===== config.mk =====
export PLATFORM = sky130hd
export DESIGN_NAME = display_scan_controller
export DESIGN_NICKNAME = d
export VERILOG_FILES = /design/src/rtl/display_scan_controller_pkg.sv /design/src/rtl/display_scan_controller_tick_prescaler.sv /design/src/rtl/display_scan_controller.sv
export SDC_FILE = /design/constraint.sdc
export NUM_CORES = 1
export LEC_CHECK = 0
export CORE_ASPECT_RATIO = 1.5
export CORE_UTILIZATION = 35
export CTS_BUF_LIST = sky130_fd_sc_hd__clkbuf_16
export DETAILED_ROUTE_END_ITERATION = 10
export GPL_ROUTABILITY_DRIVEN = 0
export GPL_TIMING_DRIVEN = 1
export PLACE_DENSITY = 0.59
export RECOVER_POWER = 25
export SETUP_SLACK_MARGIN = 0.2
export SLEW_MARGIN = 20
export SYNTH_ARGS = -nofsm -noshare
export SYNTH_HDL_FRONTEND = slang
export SYNTH_SLANG_ARGS = --single-unit

===== constraint.sdc =====
create_clock -name clk -period 3.05 [get_ports clk]
set_input_delay 0.915 -clock clk [delete_from_list [all_inputs] [get_ports clk]]
set_output_delay 0.915 -clock clk [all_outputs]
set_load 0.1 [all_outputs]

===== src/rtl/display_scan_controller_pkg.sv =====
// -----------------------------------------------------------------------------
// display_scan_controller_pkg
// Shared definitions for the multiplexed 4-digit display scanner: the scan FSM
// state type, the decoder "all segments off" code, the digit count and a
// helper that sizes counters.
// -----------------------------------------------------------------------------
package display_scan_controller_pkg;

  typedef enum logic {
    S_BLANK = 1'b0,   // anti-ghosting guard slot, digit forced dark
    S_SHOW  = 1'b1    // digit lit with its snapshot value
  } scan_state_e;

  localparam logic [3:0] BLANK_CODE = 4'hF;
  localparam int         NUM_DIGITS = 4;

  // Bits needed to count 0..n-1; a 1-bit counter is kept even when n == 1.
  function automatic int cnt_width(input int n);
    return (n > 1) ? $clog2(n) : 1;
  endfunction

endpackage : display_scan_controller_pkg


===== src/rtl/display_scan_controller_tick_prescaler.sv =====
// -----------------------------------------------------------------------------
// tick_prescaler
// Free-running counter 0..TICK_DIV-1 that produces a one-cycle scan tick in
// the cycle where the count reaches TICK_DIV-1.
//
// Parameters:
//   TICK_DIV : clock cycles per tick (>= 1; 1 gives a tick every cycle)
// Ports:
//   clk    : system clock, rising edge
//   rst_n  : asynchronous active-low reset
//   o_tick : tick pulse (combinational decode of the count register)
// -----------------------------------------------------------------------------
module tick_prescaler
  import display_scan_controller_pkg::*;
#(
  parameter int TICK_DIV = 25000
) (
  input  logic clk,
  input  logic rst_n,
  output logic o_tick
);

  localparam int CW = cnt_width(TICK_DIV);

  logic [CW-1:0] r_count;

  assign o_tick = (r_count == CW'(TICK_DIV - 1));

  // NOTE: asynchronous reset in the sensitivity list, and <= for every
  // register so all state updates see the pre-edge values.
  always_ff @(posedge clk or negedge rst_n) begin
    if (!rst_n) begin
      r_count <= '0;
    end else if (o_tick) begin
      r_count <= '0;
    end else begin
      r_count <= r_count + CW'(1);
    end
  end

endmodule : tick_prescaler


===== src/rtl/display_scan_controller.sv =====
// -----------------------------------------------------------------------------
// display_scan_controller
// Time-multiplexes four BCD digits onto one decoder. Each digit slot is one
// blank tick (anti-ghosting guard) followed by SHOW_TICKS lit ticks. The digit
// values and blink mask are snapshotted at the start of every frame so a
// frame never shows a mix of old and new data.
//
// Build option: define SCAN_BLINK_EN to enable per-digit blinking. Without it
// blink_mask is accepted but has no effect and no blink counter is built.
//
// Parameters:
//   TICK_DIV    : clock cycles per scan tick (>= 1)
//   SHOW_TICKS  : ticks each digit is lit per slot (>= 1)
//   BLINK_TICKS : ticks per blink half-period (>= 1)
// Ports:
//   clk         : system clock, rising edge
//   rst_n       : asynchronous active-low reset
//   d0..d3      : BCD digit values, d0 leftmost
//   blink_mask  : bit i requests digit i to blink
//   digit_sel   : registered digit index for the decoder enable
//   digit_val   : registered decoder value, 4'hF = all segments off
//   blank       : registered, high while the current digit is dark
//   frame_start : registered one-cycle pulse at the start of each frame
// -----------------------------------------------------------------------------
module display_scan_controller
  import display_scan_controller_pkg::*;
#(
  parameter int TICK_DIV    = 25000,
  parameter int SHOW_TICKS  = 3,
  parameter int BLINK_TICKS = 2000
) (
  input  logic       clk,
  input  logic       rst_n,
  input  logic [3:0] d0,
  input  logic [3:0] d1,
  input  logic [3:0] d2,
  input  logic [3:0] d3,
  input  logic [3:0] blink_mask,
  output logic [1:0] digit_sel,
  output logic [3:0] digit_val,
  output logic       blank,
  output logic       frame_start
);

  localparam int SW = cnt_width(SHOW_TICKS);

  logic w_tick;

  scan_state_e                 r_state,       w_state_next;
  logic [1:0]                  r_digit_sel,   w_sel_next;
  logic [SW-1:0]               r_slot_cnt,    w_slot_next;
  logic [NUM_DIGITS-1:0][3:0]  r_snap,        w_snap_next;
  logic [NUM_DIGITS-1:0]       r_snap_mask,   w_mask_next;
  logic [3:0]                  r_digit_val,   w_val_next;
  logic                        r_blank,       w_blank_next;
  logic                        r_frame_start, w_fs_next;
  logic                        w_blink_phase_next;

  tick_prescaler #(
    .TICK_DIV (TICK_DIV)
  ) u_tick_prescaler (
    .clk    (clk),
    .rst_n  (rst_n),
    .o_tick (w_tick)
  );

`ifdef SCAN_BLINK_EN
  localparam int BW = cnt_width(BLINK_TICKS);

  logic [BW-1:0] r_blink_cnt;
  logic          r_blink_phase;
  logic          w_blink_wrap;

  // Blink runs on raw ticks, independent of slot and frame boundaries.
  assign w_blink_wrap       = w_tick && (r_blink_cnt == BW'(BLINK_TICKS - 1));
  assign w_blink_phase_next = r_blink_phase ^ w_blink_wrap;

  always_ff @(posedge clk or negedge rst_n) begin
    if (!rst_n) begin
      r_blink_cnt   <= '0;
      r_blink_phase <= 1'b0;
    end else if (w_tick) begin
      r_blink_cnt   <= w_blink_wrap ? '0 : r_blink_cnt + BW'(1);
      r_blink_phase <= w_blink_phase_next;
    end
  end
`else
  assign w_blink_phase_next = 1'b0;
`endif

  // Next-state and next-output logic. Outputs are derived from the next
  // state so the registered outputs change on the same edge as the FSM.
  always_comb begin
    // NOTE: every signal gets a default first so no path can infer a latch.
    w_state_next = r_state;
    w_sel_next   = r_digit_sel;
    w_slot_next  = r_slot_cnt;
    w_snap_next  = r_snap;
    w_mask_next  = r_snap_mask;
    w_fs_next    = 1'b0;

    if (w_tick) begin
      case (r_state)
        S_BLANK: begin
          w_state_next = S_SHOW;
          w_slot_next  = '0;
          // Entering digit 0's show slot starts a frame: capture inputs.
          if (r_digit_sel == 2'd0) begin
            w_snap_next = {d3, d2, d1, d0};
            w_mask_next = blink_mask;
            w_fs_next   = 1'b1;
          end
        end
        S_SHOW: begin
          if (r_slot_cnt == SW'(SHOW_TICKS - 1)) begin
            w_state_next = S_BLANK;
            w_sel_next   = r_digit_sel + 2'd1;
            w_slot_next  = '0;
          end else begin
            w_slot_next  = r_slot_cnt + SW'(1);
          end
        end
        default: w_state_next = S_BLANK;
      endcase
    end

    // Values A..F pass through untouched; the decoder blanks them itself.
    w_blank_next = (w_state_next == S_BLANK) ||
                   (w_mask_next[w_sel_next] && w_blink_phase_next);
    w_val_next   = w_blank_next ? BLANK_CODE : w_snap_next[w_sel_next];
  end

  always_ff @(posedge clk or negedge rst_n) begin
    if (!rst_n) begin
      r_state       <= S_BLANK;
      r_digit_sel   <= 2'd0;
      r_slot_cnt    <= '0;
      // NOTE: the snapshot is a small register bank, not RAM, and is reset so
      // the display is dark and deterministic until the first frame.
      r_snap        <= {NUM_DIGITS{BLANK_CODE}};
      r_snap_mask   <= '0;
      r_digit_val   <= BLANK_CODE;
      r_blank       <= 1'b1;
      r_frame_start <= 1'b0;
    end else begin
      r_state       <= w_state_next;
      r_digit_sel   <= w_sel_next;
      r_slot_cnt    <= w_slot_next;
      r_snap        <= w_snap_next;
      r_snap_mask   <= w_mask_next;
      r_digit_val   <= w_val_next;
      r_blank       <= w_blank_next;
      r_frame_start <= w_fs_next;
    end
  end

  assign digit_sel   = r_digit_sel;
  assign digit_val   = r_digit_val;
  assign blank       = r_blank;
  assign frame_start = r_frame_start;

endmodule : display_scan_controller


---- After elaboration in Yosys (flattened, before gate mapping) ----
Cells that the tools add are included.
cells by class
  multiplexer cells ....................... 18
  bitwise operators ....................... 2
  $add $sub $neg .......................... 3
  $lt $le $gt $ge ......................... 1
  reduce and logical (&&, ||, !) cells .... 1
  eq/ne operators ......................... 2
operator list
  kind                                                        number
  2-to-1 mux 16 bit                                           3
  adder 15 x 1 -> 15 bit, second input constant               1
  == test 15 bit, second input constant                       1
  2-to-1 mux 15 bit                                           1
  binary-select mux 4 bit (select 2 bit)                      1
  2-to-1 mux 2 bit                                            4
  2-to-1 mux 4 bit                                            2
  2-to-1 mux 1 bit                                            5
  adder 2 x 1 -> 2 bit, second input constant                 2
  case mux 2 bit (2 select lines)                             1
  less-than comparator 2 x 3 -> 1 bit, second input constant  1
  == test 2 bit, second input constant                        1
  logical NOT 2 bit                                           1
  NOT 1 bit                                                   2
  case mux 1 bit (2 select lines)                             1
storage, ports and cells
  register bits after elaboration ......... 42
  input port bits ......................... 22

---- Logic depth before layout (Yosys ltp) ----
Gate-level depths: netlist of the first run.
  depth in word-level cells ............... 7
  mapped depth ............................ 9
  mapped depth without buffers ............ 7

---- Hierarchy ----
A second synthesis of the first run with hierarchy kept.
unflattened totals
  cell total of the unflattened synthesis .. 192
  area, all modules ....................... 2052.0 µm²
modules (own cells, without submodules)
  module                   cells each  times used  area an instance (µm²)
  display_scan_controller  117         1           1267.5
  tick_prescaler           75          1           784.5

---- Worst setup path after synthesis of the first run ----
Ideal clock, no wire load.
  path kind ............................... flip-flop to flip-flop
  start ................................... register r_digit_sel[0] (netlist: digit_sel[0])
  end ..................................... register r_digit_val[0] (netlist: digit_val[0])
  setup time .............................. 81 ps
  path slack .............................. 194 ps
  clock period less this slack ............ 2856 ps
  data arrival time ....................... 2776 ps
  buffers on the path ..................... 2
  stages on the path, launching flop included .. 9
  cell sequence ........................... dfrtp_1 clkbuf_1 inv_1 ha_1 and3b_2 buf_8 mux2_2 mux4_2 nand2b_1
RTL lines
  what                    RTL line                        RTL
  start, declared         display_scan_controller.sv:50   logic [1:0] r_digit_sel, w_sel_next;
  start signal, assigned  display_scan_controller.sv:147  r_digit_sel <= w_sel_next;
  end signal, assigned    display_scan_controller.sv:151  r_digit_val <= w_val_next;
  end, declared           display_scan_controller.sv:54   logic [3:0] r_digit_val, w_val_next;

---- Final worst setup path of the first run ----
  start ................................... register u_tick_prescaler.r_count[6]
  end ..................................... register r_digit_val[3] (netlist: digit_val[3])
on the way
  cells in the longest elaborated chain, start to end .. 5
  elaborated cells on any way between the ends .. 7
  those cells by class .................... 1 x eq/ne; 6 x mux
RTL lines
  what                                                   RTL line                                      RTL
  start, declared                                        display_scan_controller_tick_prescaler.sv:25  logic [CW-1:0] r_count;
  start signal, assigned                                 display_scan_controller_tick_prescaler.sv:37  r_count <= r_count + CW'(1);
  == test 15 bit *                                       display_scan_controller_tick_prescaler.sv:27  assign o_tick = (r_count == CW'(TICK_DIV - 1));
  2-to-1 mux 16 bit or 2-to-1 mux 2 bit (tied branches)  display_scan_controller.sv:102                if (w_tick) begin
  binary-select mux 4 bit (select 2 bit)                 display_scan_controller.sv:130                w_val_next = w_blank_next ? BLANK_CODE : w_snap_next[w_sel_next];
  2-to-1 mux 4 bit (not written as such)                 display_scan_controller.sv:130
  2-to-1 mux 4 bit *                                     display_scan_controller.sv:130
  net w_val_next[3]                                      display_scan_controller.sv:54
The timed path passes the listed nets; every way through them passes the cells marked *. The select of a mux whose other input is x is not followed.
A chain may end at the register's enable or synchronous reset.

==> results of run 1 <==
-- kinds of logic (layout without fill, tap and decap cells) --
family	count (synthesis)	after routing	share of synthesized area, %
AO/OA/AOI/OAI	2	2	0.725
XOR/XNOR	14	14	6.46
adder cells (fa/ha/maj)	2	2	1.32
buffers and inverters	11	42	3.69
flip-flops	42	42	56.8
multiplexers	26	26	19.4
AND/OR/NAND/NOR	38	38	11.7
-- final timing paths --
| path | depth (start not counted) | start | to |
|---|---|---|---|
| max | 7 | u_tick_prescaler.r_count[6] | digit_val[3] |
| min | 1 | u_tick_prescaler.r_count[0] | u_tick_prescaler.r_count[0] |
| max reg2reg | 7 | u_tick_prescaler.r_count[6] | digit_val[3] |
| min reg2reg | 1 | u_tick_prescaler.r_count[0] | u_tick_prescaler.r_count[0] |
| max in group asynchronous | 1 | rst_n | digit_sel[0] |
| min in group asynchronous | 1 | rst_n | u_tick_prescaler.r_count[10] |
-- report_power, final --
part	switching [uW]	internal [uW]
clock network	193	294
registers	0	559
logic	14.2	18.4
total	207	871
-- synthesized netlist by cell type, types with 2 or more instances --
master and n:
dfrtp_1 21, dfstp_2 21, mux2_2 16, nor2_1 10, nand3_1 8, xnor2_1 8, inv_1 7, nand2_1 7
mux4_2 6, xor2_1 6, mux2i_1 3, ha_1 2, nand2b_1 2, nand4_1 2, nand4bb_1 2
-- final cells by class --
| type | count | area, um2 | area share, % |
|---|---|---|---|
| clock buffers | 5 | 125 | 5.40 |
| clock inverters | 3 | 11.3 | 0.486 |
| inverters | 7 | 26.3 | 1.13 |
| multi-input cells | 82 | 751 | 32.4 |
| flip-flops and latches | 42 | 1080 | 46.5 |
| well taps | 68 | 85.1 | 3.67 |
| repair buffers | 27 | 240 | 10.4 |
-- per-stage QoR --
step	total power, uW	util (%)	setup slack [ns]	std cells	instance area (um2)
3_3_place_gp	600	42.2	0.435	226	2180
6_report	1080	44.9	0.451	234	2320
2_1_floorplan	568	-	0.452	135	1900
4_1_cts	1090	44.9	0.411	234	2320
5_1_grt	1120	44.9	0.263	234	2320
3_5_place_dp	602	42.2	0.427	226	2180
-- per-layer routing --
layer / vias up / track usage [%] / wire, um
met1: 586 / 13.0 / 1240
met3: 5 / 2.36 / 69
met2: 15 / 24.8 / 1840
met5: - / 0 / 0
li1: 527 / - / -
met4: 0 / 6.40 / 65
-- sequential cells by signal (all words and copies together) (netlist names) --
register	flops
blank	1
r_slot_cnt	2
u_tick_prescaler.r_count	15
digit_sel	2
r_state	1
digit_val	4
r_snap	16
frame_start	1
-- placed cells by master (no fill, tap or decap), types with 2 or more instances in the layout --
cell,netlist,layout
buf_4,0,10
clkbuf_16,0,5
clkdlybuf4s50_1,0,16
clkinv_1,0,3
dfrtp_1,21,20
dfstp_2,21,21
ha_1,2,2
inv_1,7,7
mux2_2,16,16
mux2i_1,3,3
mux4_2,6,6
nand2_1,7,7
nand2b_1,2,2
nand3_1,8,8
nand4_1,2,2
nand4bb_1,2,2
nor2_1,10,10
xnor2_1,8,8
xor2_1,6,6
-- worst reg2reg max path: stages, from the launching register on --
cell and delay [ns]:
dfrtp_1 0.43, or4b_4 0.57, nor4_4 0.16, and3b_2 0.35
buf_4 0.27, mux4_2 0.53, mux2i_1 0.14, nand2_1 0.07
==> flow_summary.json, run 1 <==
{
  "vdd_drop_max_uv": 350,
  "finClkSkew_ns": 0.00334,
  "setup_viol": 0,
  "coreArea_um2": 5160,
  "antenna_found_initial": 0,
  "synth_nets": 159,
  "grt_pass1_wl_mm": 5.68,
  "die_y_um": 92.2,
  "rsz0062_at_grt": "false",
  "synth.top_cell.area_share_pct": 29.1,
  "clk_pin_slew_ns": 0.06,
  "synthDistinctLibCells": 29,
  "powerDensity_nw_per_um2": 466,
  "clk_path_buf_depth": 2,
  "fin_crit_ns": 2.60,
  "slowest_delay_ns": 0.57,
  "period_share_pct": 85.2,
  "vias": 1133,
  "layout.nets": 189,
  "yosys.area.top_type": "dfstp_2",
  "crit_chain": "or4b_4 -> nor4_4 -> and3b_2 -> buf_4 -> mux4_2 -> mux2i_1 -> nand2_1",
  "p_leak_uw": 0.000988,
  "slew_violations": 0,
  "diodes": 0,
  "area_growth_pct": 22.1,
  "ctsResizeCount": 0,
  "cts_root_buf": "clkbuf_16",
  "synth_ff_type": "dfstp_2",
  "required_ns": 3.25,
  "synth.area.top_cells": "dfstp_2, dfrtp_1, mux2_2, mux4_2, xnor2_1",
  "netlist_area_um2": 1900,
  "n_fill_cell": 471,
  "initial_core_util_pct": 36.7,
  "post_cts_buffers": 0,
  "hpwl_mm": 2.36,
  "io_buffers": 25,
  "relSlewSlack_pct": 38.3,
  "yosysSeqAreaShare_pct": 56.8,
  "num_io_pins": 30,
  "avgViaCountPerCell": 4.84,
  "worst-path-buf-inv": 1,
  "grt_pass1_vias": 1272,
  "synth_cells": 135,
  "critical-path-top-delay-family": "simple AND/OR/NAND/NOR gates",
  "cts_tree": "done",
  "startpoint_type": "register",
  "slowest_stage": "or4b_4",
  "ant_nets": 0,
  "hold_class": "register to register",
  "drv_cap": 0,
  "rows": 32,
  "postCtsHoldBufs": 0,
  "outcome": "completed",
  "grt_max_degree": 43,
  "htreeDepth": 2,
  "reg2reg_slack_ns": 0.45,
  "critical_path_class": "register to register",
  "drc": 0,
  "setup_tns_ns": 0,
  "drt_iter0_markers": 12,
  "yosys_warnings": 0,
  "drive_gt1_share_pct": 39.2,
  "max_freq_mhz": 385,
  "cp_data_arrival_time_ns": 2.80,
  "finalHoldViolCount": 0,
  "synth_edf_count": 0,
  "synth.avg_cell_area_um2": 14.1,
  "dieWidth_um": 62.1,
  "hold-worst-slack_ns": 0.488,
  "dr.pass1.iters": 2,
  "cts_buffers": 5,
  "worstMarginPinSlew_ns": 0.926,
  "overflow": 0,
  "async_flop_share_pct": 100,
  "clock_latency_ns": 0.28,
  "dieArea_um2": 5730,
  "routed_wl_mm": 3.21,
  "critPathMaxFanout": 13,
  "track_usage_pct": 12.9,
  "crit_path_end_kind": "register",
  "wire_per_inst_um": 13.7,
  "numClockSinks": 42,
  "synth-seq-cells": 42
}
No activity file was read; power rests on OpenSTA's default activity.
==> run 2, diff against run 1 <==
--- a/config.mk
+++ b/config.mk
@@ -5,7 +5,9 @@
 export SDC_FILE = /design/constraint.sdc
 export NUM_CORES = 1
 export LEC_CHECK = 0
+export CAP_MARGIN = 30
 export CORE_ASPECT_RATIO = 1.5
+export CORE_MARGIN = 2
 export CORE_UTILIZATION = 35
 export CTS_BUF_LIST = sky130_fd_sc_hd__clkbuf_16
 export DETAILED_ROUTE_END_ITERATION = 10
==> run 2 against run 1 <==
Compared with the run above:
- setup slack lost 0.12 ns
- design area grew 2.8%
- critical path type unchanged
- sequential share of layout area shrank 1.2 points
- utilization grew 0.88 points
- via count shrank 0.26%
- register-to-register slack lost 0.12 ns
- critical endpoint is now digit_val[0]
- cell count grew 0.43%
- flip-flop and latch count is the same
==> flow_summary.json, run 2 (synthesized netlist as in run 1, its figures left out) <==
{
  "slowest_stage": "or4b_4",
  "numClockSinks": 42,
  "cp_data_arrival_time_ns": 2.92,
  "cts_tree": "done",
  "wire_per_inst_um": 14.4,
  "max_freq_mhz": 368,
  "coreArea_um2": 5200,
  "reg2reg_depth": 6,
  "grt_max_degree": 29,
  "period_share_pct": 89.0,
  "n_fill_cell": 477,
  "clk_pin_slew_ns": 0.06,
  "final-seq-area_um2": 1080,
  "postCtsHoldBufs": 0,
  "io_buffers": 25,
  "multi_input_area_um2": 751,
  "final_util_pct": 45.7,
  "final_common_cell": "dfstp_2",
  "powerDensity_nw_per_um2": 537,
  "layout.nets": 190,
  "crit_chain": "or4b_4 -> nor4_4 -> and3b_2 -> mux2_2 -> mux4_2 -> nand2b_1",
  "largest_register_ffs": 16,
  "finClkSkew_ns": 0.00616,
  "dieWidth_um": 64.1,
  "finalHoldViolCount": 0,
  "avgViaCountPerCell": 4.81,
  "overflow": 0,
  "cts_root_buf": "clkbuf_16",
  "track_usage_pct": 13.1,
  "drt_iter0_markers": 2,
  "drv_cap": 0,
  "reg2reg_slack_ns": 0.33,
  "dr.pass1.iters": 2,
  "ant_nets": 0,
  "num_io_pins": 30,
  "setup_viol": 0,
  "min_path_cells": 1,
  "slowest_delay_ns": 0.57,
  "p_leak_uw": 0.00102,
  "dieArea_um2": 6040,
  "rows": 32,
  "worstMarginPinSlew_ns": 1.46,
  "crit_path_end_kind": "register",
  "drc": 0,
  "relSlewSlack_pct": 2.47,
  "critPathMaxFanout": 14,
  "min_to": "u_tick_prescaler.r_count[0]",
  "diodes": 0,
  "setup_tns_ns": 0,
  "cts_buffers": 5,
  "required_ns": 3.25,
  "hpwl_mm": 2.48,
  "vias": 1130,
  "post_cts_buffers": 0,
  "clock_latency_ns": 0.28,
  "rsz0062_at_grt": "false",
  "hp-start": "u_tick_prescaler.r_count[0]",
  "fin_crit_ns": 2.72,
  "slew_violations": 0,
  "area_growth_pct": 25.4,
  "grt_pass1_wl_mm": 5.98,
  "ctsResizeCount": 0,
  "regMostFlops": "r_snap",
  "mostFrequentLayoutCells": "dfstp_2, dfrtp_1, mux2_2, clkdlybuf4s50_1, buf_4",
  "vdd_drop_max_uv": 333,
  "hold_class": "register to register",
  "startpoint_type": "register",
  "grt_pass1_vias": 1267,
  "timing.rr.end": "digit_val[0]",
  "routed_wl_mm": 3.37,
  "htreeDepth": 2,
  "critical_path_class": "register to register",
  "antenna_found_initial": 0,
  "clk_path_buf_depth": 2,
  "outcome": "completed",
  "die_y_um": 94.2,
  "initial_core_util_pct": 36.5,
  "drive_gt1_share_pct": 40.7,
  "timing.rr.start": "u_tick_prescaler.r_count[6]"
}
run 2: cell count changes in the layout (fill, tap and decap cells not counted), sizes merged:
cell / previous run / this run
clkbuf: 5 / 6
clkinv: 3 / 1
bufinv: 0 / 2
run 2: worst max-delay path, delay by kind of cell (launching register included):
kind | cells | cell delay [ns]
AND/OR/NAND/NOR | 4 | 1.33
multiplexers | 2 | 0.86
flip-flops | 1 | 0.43
run 2: cell type report:
cell class,count,share of cell area (%)
Timing Repair Buffer,28,10.4
Clock inverter,3,2.89
Multi-Input combinational cell,82,31.5
Clock buffer,5,5.25
Inverter,7,1.10
Tap cell,68,3.57
Sequential cell,42,45.3
run 2: worst max path at each step:
stage	startpoint	endpoint	slack [ns]	cells after the start
after floorplan	digit_sel[0]	digit_val[0]	0.45	8
after global placement	u_tick_prescaler.r_count[6]	digit_val[1]	0.36	6
after detailed placement	u_tick_prescaler.r_count[6]	digit_val[0]	0.31	6
after CTS	u_tick_prescaler.r_count[6]	digit_val[0]	0.29	6
after global routing	u_tick_prescaler.r_count[6]	digit_val[0]	0.20	6
final	u_tick_prescaler.r_count[6]	digit_val[0]	0.33	6
run 2: metrics by stage:
step	std cells	hold WS [ns]	setup WS (ns)	total power, uW	area, um2
6_report	235	0.494	0.334	1280	2380
5_1_grt	235	0.534	0.201	1320	2380
4_1_cts	235	0.501	0.295	1300	2380
3_5_place_dp	227	0.493	0.312	602	2190
3_3_place_gp	227	0.472	0.361	601	2190
2_1_floorplan	135	0.455	0.452	568	1900
run 2: power breakdown:
| group | switching [uW] | internal (uW) | total [uW] |
|---|---|---|---|
| combinational | 13.9 | 19.0 | 32.9 |
| sequential | 0 | 559 | 559 |
| clock | 216 | 470 | 686 |
run 2: routing by layer:
layer / vias up / part of all wire (%) / track usage [%]
met3: 4 / 4.9 / 4.20
met4: 0 / 1.6 / 5.85
met2: 18 / 57 / 23.8
met5: - / 0 / 0
met1: 585 / 37 / 13.6
li1: 523 / - / -
==> run 3, diff against run 2 <==
--- a/config.mk
+++ b/config.mk
@@ -7,7 +7,6 @@
 export LEC_CHECK = 0
 export CAP_MARGIN = 30
 export CORE_ASPECT_RATIO = 1.5
-export CORE_MARGIN = 2
 export CORE_UTILIZATION = 35
 export CTS_BUF_LIST = sky130_fd_sc_hd__clkbuf_16
 export DETAILED_ROUTE_END_ITERATION = 10
==> run 3 against run 2 <==
Compared with the run above:
- first-iteration DRC count grew to 7.0 times the previous value
- register-to-register slack better by 0.12 ns
- via count is 0.88% higher
- clock-buffer cell count stayed put
- sequential power hardly changed
- critical path depth is 1 higher
- global-route usage is 0.24 points lower
- cell count stayed put
- worst hold slack worse by 0.0058 ns
- utilization is 0.52 points lower
- setup slack better by 0.12 ns
- routed wire length is 4.6% lower
==> flow_summary.json, run 3 (synthesized netlist as in run 1, its figures left out) <==
{
  "antenna_found_initial": 0,
  "final_util_pct": 45.2,
  "p_leak_uw": 0.000994,
  "vias": 1140,
  "finalHoldViolCount": 0,
  "cp_data_arrival_time_ns": 2.79,
  "setup_viol": 0,
  "ant_nets": 0,
  "finClkSkew_ns": 0.00328,
  "pwr-share-seq_pct": 51.7,
  "drc": 0,
  "dieWidth_um": 62.1,
  "num_io_pins": 30,
  "crit_cells": 7,
  "timing.rr.end": "digit_val[3]",
  "die_y_um": 92.2,
  "crit_path_start": "u_tick_prescaler.r_count[6]",
  "reg2reg_depth": 7,
  "initial_core_util_pct": 36.7,
  "p_int_uw": 874,
  "post_cts_buffers": 0,
  "crit_chain": "or4b_4 -> nor4_4 -> and3b_2 -> buf_4 -> mux4_2 -> mux2i_1 -> nand2_1",
  "critPathMaxFanout": 13,
  "critical-path-top-delay-family": "simple AND/OR/NAND/NOR gates",
  "grt_pass1_wl_mm": 5.68,
  "io_buffers": 25,
  "final_common_cell": "dfstp_2",
  "powerDensity_nw_per_um2": 463,
  "clockPowerShare_pct": 45.1,
  "ctsResizeCount": 0,
  "max_freq_mhz": 385,
  "clk_pin_slew_ns": 0.06,
  "use_met2_pct": 24.8,
  "grt_max_degree": 43,
  "relSlewSlack_pct": 46.3,
  "grt.busiest_layer": "met2",
  "htreeDepth": 2,
  "hold-worst-slack_ns": 0.488,
  "outcome": "completed",
  "period_share_pct": 85.1,
  "startpoint_type": "register",
  "crit_path_end_kind": "register",
  "dr.pass1.iters": 2,
  "regMostFlops": "r_snap",
  "layout.nets": 190,
  "pwr-share-comb_pct": 3.3,
  "drive_gt1_share_pct": 38.9,
  "critical_path_class": "register to register",
  "required_ns": 3.25,
  "rsz0062_at_grt": "false",
  "reg2reg_slack_ns": 0.46,
  "cts_tree": "done",
  "clock_latency_ns": 0.28,
  "coreArea_um2": 5160,
  "mostFrequentLayoutCells": "dfstp_2, dfrtp_1, mux2_2, clkdlybuf4s50_1",
  "diodes": 0,
  "worst-path-buf-inv": 1,
  "endpoint": "digit_val[3]",
  "largest_register_ffs": 16,
  "hold_class": "register to register",
  "worstMarginPinSlew_ns": 0.805,
  "postCtsHoldBufs": 0,
  "setup_tns_ns": 0,
  "slowest_delay_ns": 0.57,
  "dieArea_um2": 5730,
  "cts_root_buf": "clkbuf_16",
  "timing.rr.start": "u_tick_prescaler.r_count[6]",
  "grt_pass1_vias": 1272,
  "slowest_stage": "or4b_4",
  "numClockSinks": 42,
  "cts_buffers": 5,
  "fin_crit_ns": 2.59,
  "switchingPower_uw": 208,
  "clk_path_buf_depth": 2,
  "swShare_pct": 19.2,
  "track_usage_pct": 12.9,
  "met1_usage_pct": 13.0,
  "wire_per_inst_um": 13.7,
  "slew_violations": 0,
  "gr-usage-met3_pct": 2.36,
  "drt_iter0_markers": 14,
  "area_growth_pct": 23.1,
  "rows": 32,
  "overflow": 0,
  "drv_cap": 0,
  "routed_wl_mm": 3.22,
  "vdd_drop_max_uv": 351,
  "avgViaCountPerCell": 4.85,
  "hpwl_mm": 2.36
}
==> run 3: changes by cell type in the layout (fill, tap and decap cells not counted) <==
| cell | delta |
|---|---|
| buf_12 | +1 |
| buf_4 | -1 |
| bufinv_16 | -2 |
| clkinv_1 | +3 |
| clkinv_4 | -1 |
==> run 3: worst register-to-register path, delay by kind of cell, from the launching register on <==
kind,cells,cell delay [ns]
multiplexers,2,0.67
AND/OR/NAND/NOR,4,1.15
buffers and inverters,1,0.27
flip-flops,1,0.43
==> run 3: how the worst min path moves through the flow <==
| stage | start | to | cells past startpoint |
|---|---|---|---|
| 2_1_floorplan | u_tick_prescaler.r_count[0] | u_tick_prescaler.r_count[0] | 1 |
| 3_3_place_gp | u_tick_prescaler.r_count[0] | u_tick_prescaler.r_count[0] | 1 |
| 3_5_place_dp | u_tick_prescaler.r_count[4] | u_tick_prescaler.r_count[4] | 1 |
| 4_1_cts | u_tick_prescaler.r_count[0] | u_tick_prescaler.r_count[0] | 1 |
| 5_1_grt | u_tick_prescaler.r_count[4] | u_tick_prescaler.r_count[4] | 1 |
| 6_report | u_tick_prescaler.r_count[0] | u_tick_prescaler.r_count[0] | 1 |
==> run 3: area by class of cell <==
| type | count | area [um2] |
|---|---|---|
| tap | 68 | 85.1 |
| multi-input combinational | 82 | 751 |
| fill | 472 | 2830 |
| sequential | 42 | 1080 |
| inverter | 7 | 26.3 |
| clock inverter | 3 | 11.3 |
| timing repair buffer | 28 | 259 |
| clock buffer | 5 | 125 |
==> run 3: routing by layer <==
metal  wire length, um  part of all wire (%)  up-vias
li1                  -                     -      528
met1              1240                    38      592
met2              1850                    57       15
met3                68                   2.1        5
met4                65                   2.0        0
met5                 0                     0        -
==> run 3: power groups by stage <==
stage / registers (uW) / logic, uW / clock network [uW]
2_1_floorplan: 568 / 0.188 / 0
3_3_place_gp: 568 / 32.4 / 0
3_5_place_dp: 568 / 33.8 / 0
4_1_cts: 559 / 33.9 / 499
5_1_grt: 559 / 40.2 / 522
6_report: 559 / 35.5 / 488
==> run 3: per-stage QoR <==
stage / instance area [um2] / worst slack, ns / std cells / total power, uW
floorplan: 1900 / 0.452 / 135 / 568
global placement: 2180 / 0.435 / 226 / 600
detailed placement: 2180 / 0.427 / 226 / 602
CTS: 2320 / 0.411 / 234 / 1090
global route: 2340 / 0.263 / 235 / 1120
finish: 2340 / 0.455 / 235 / 1080
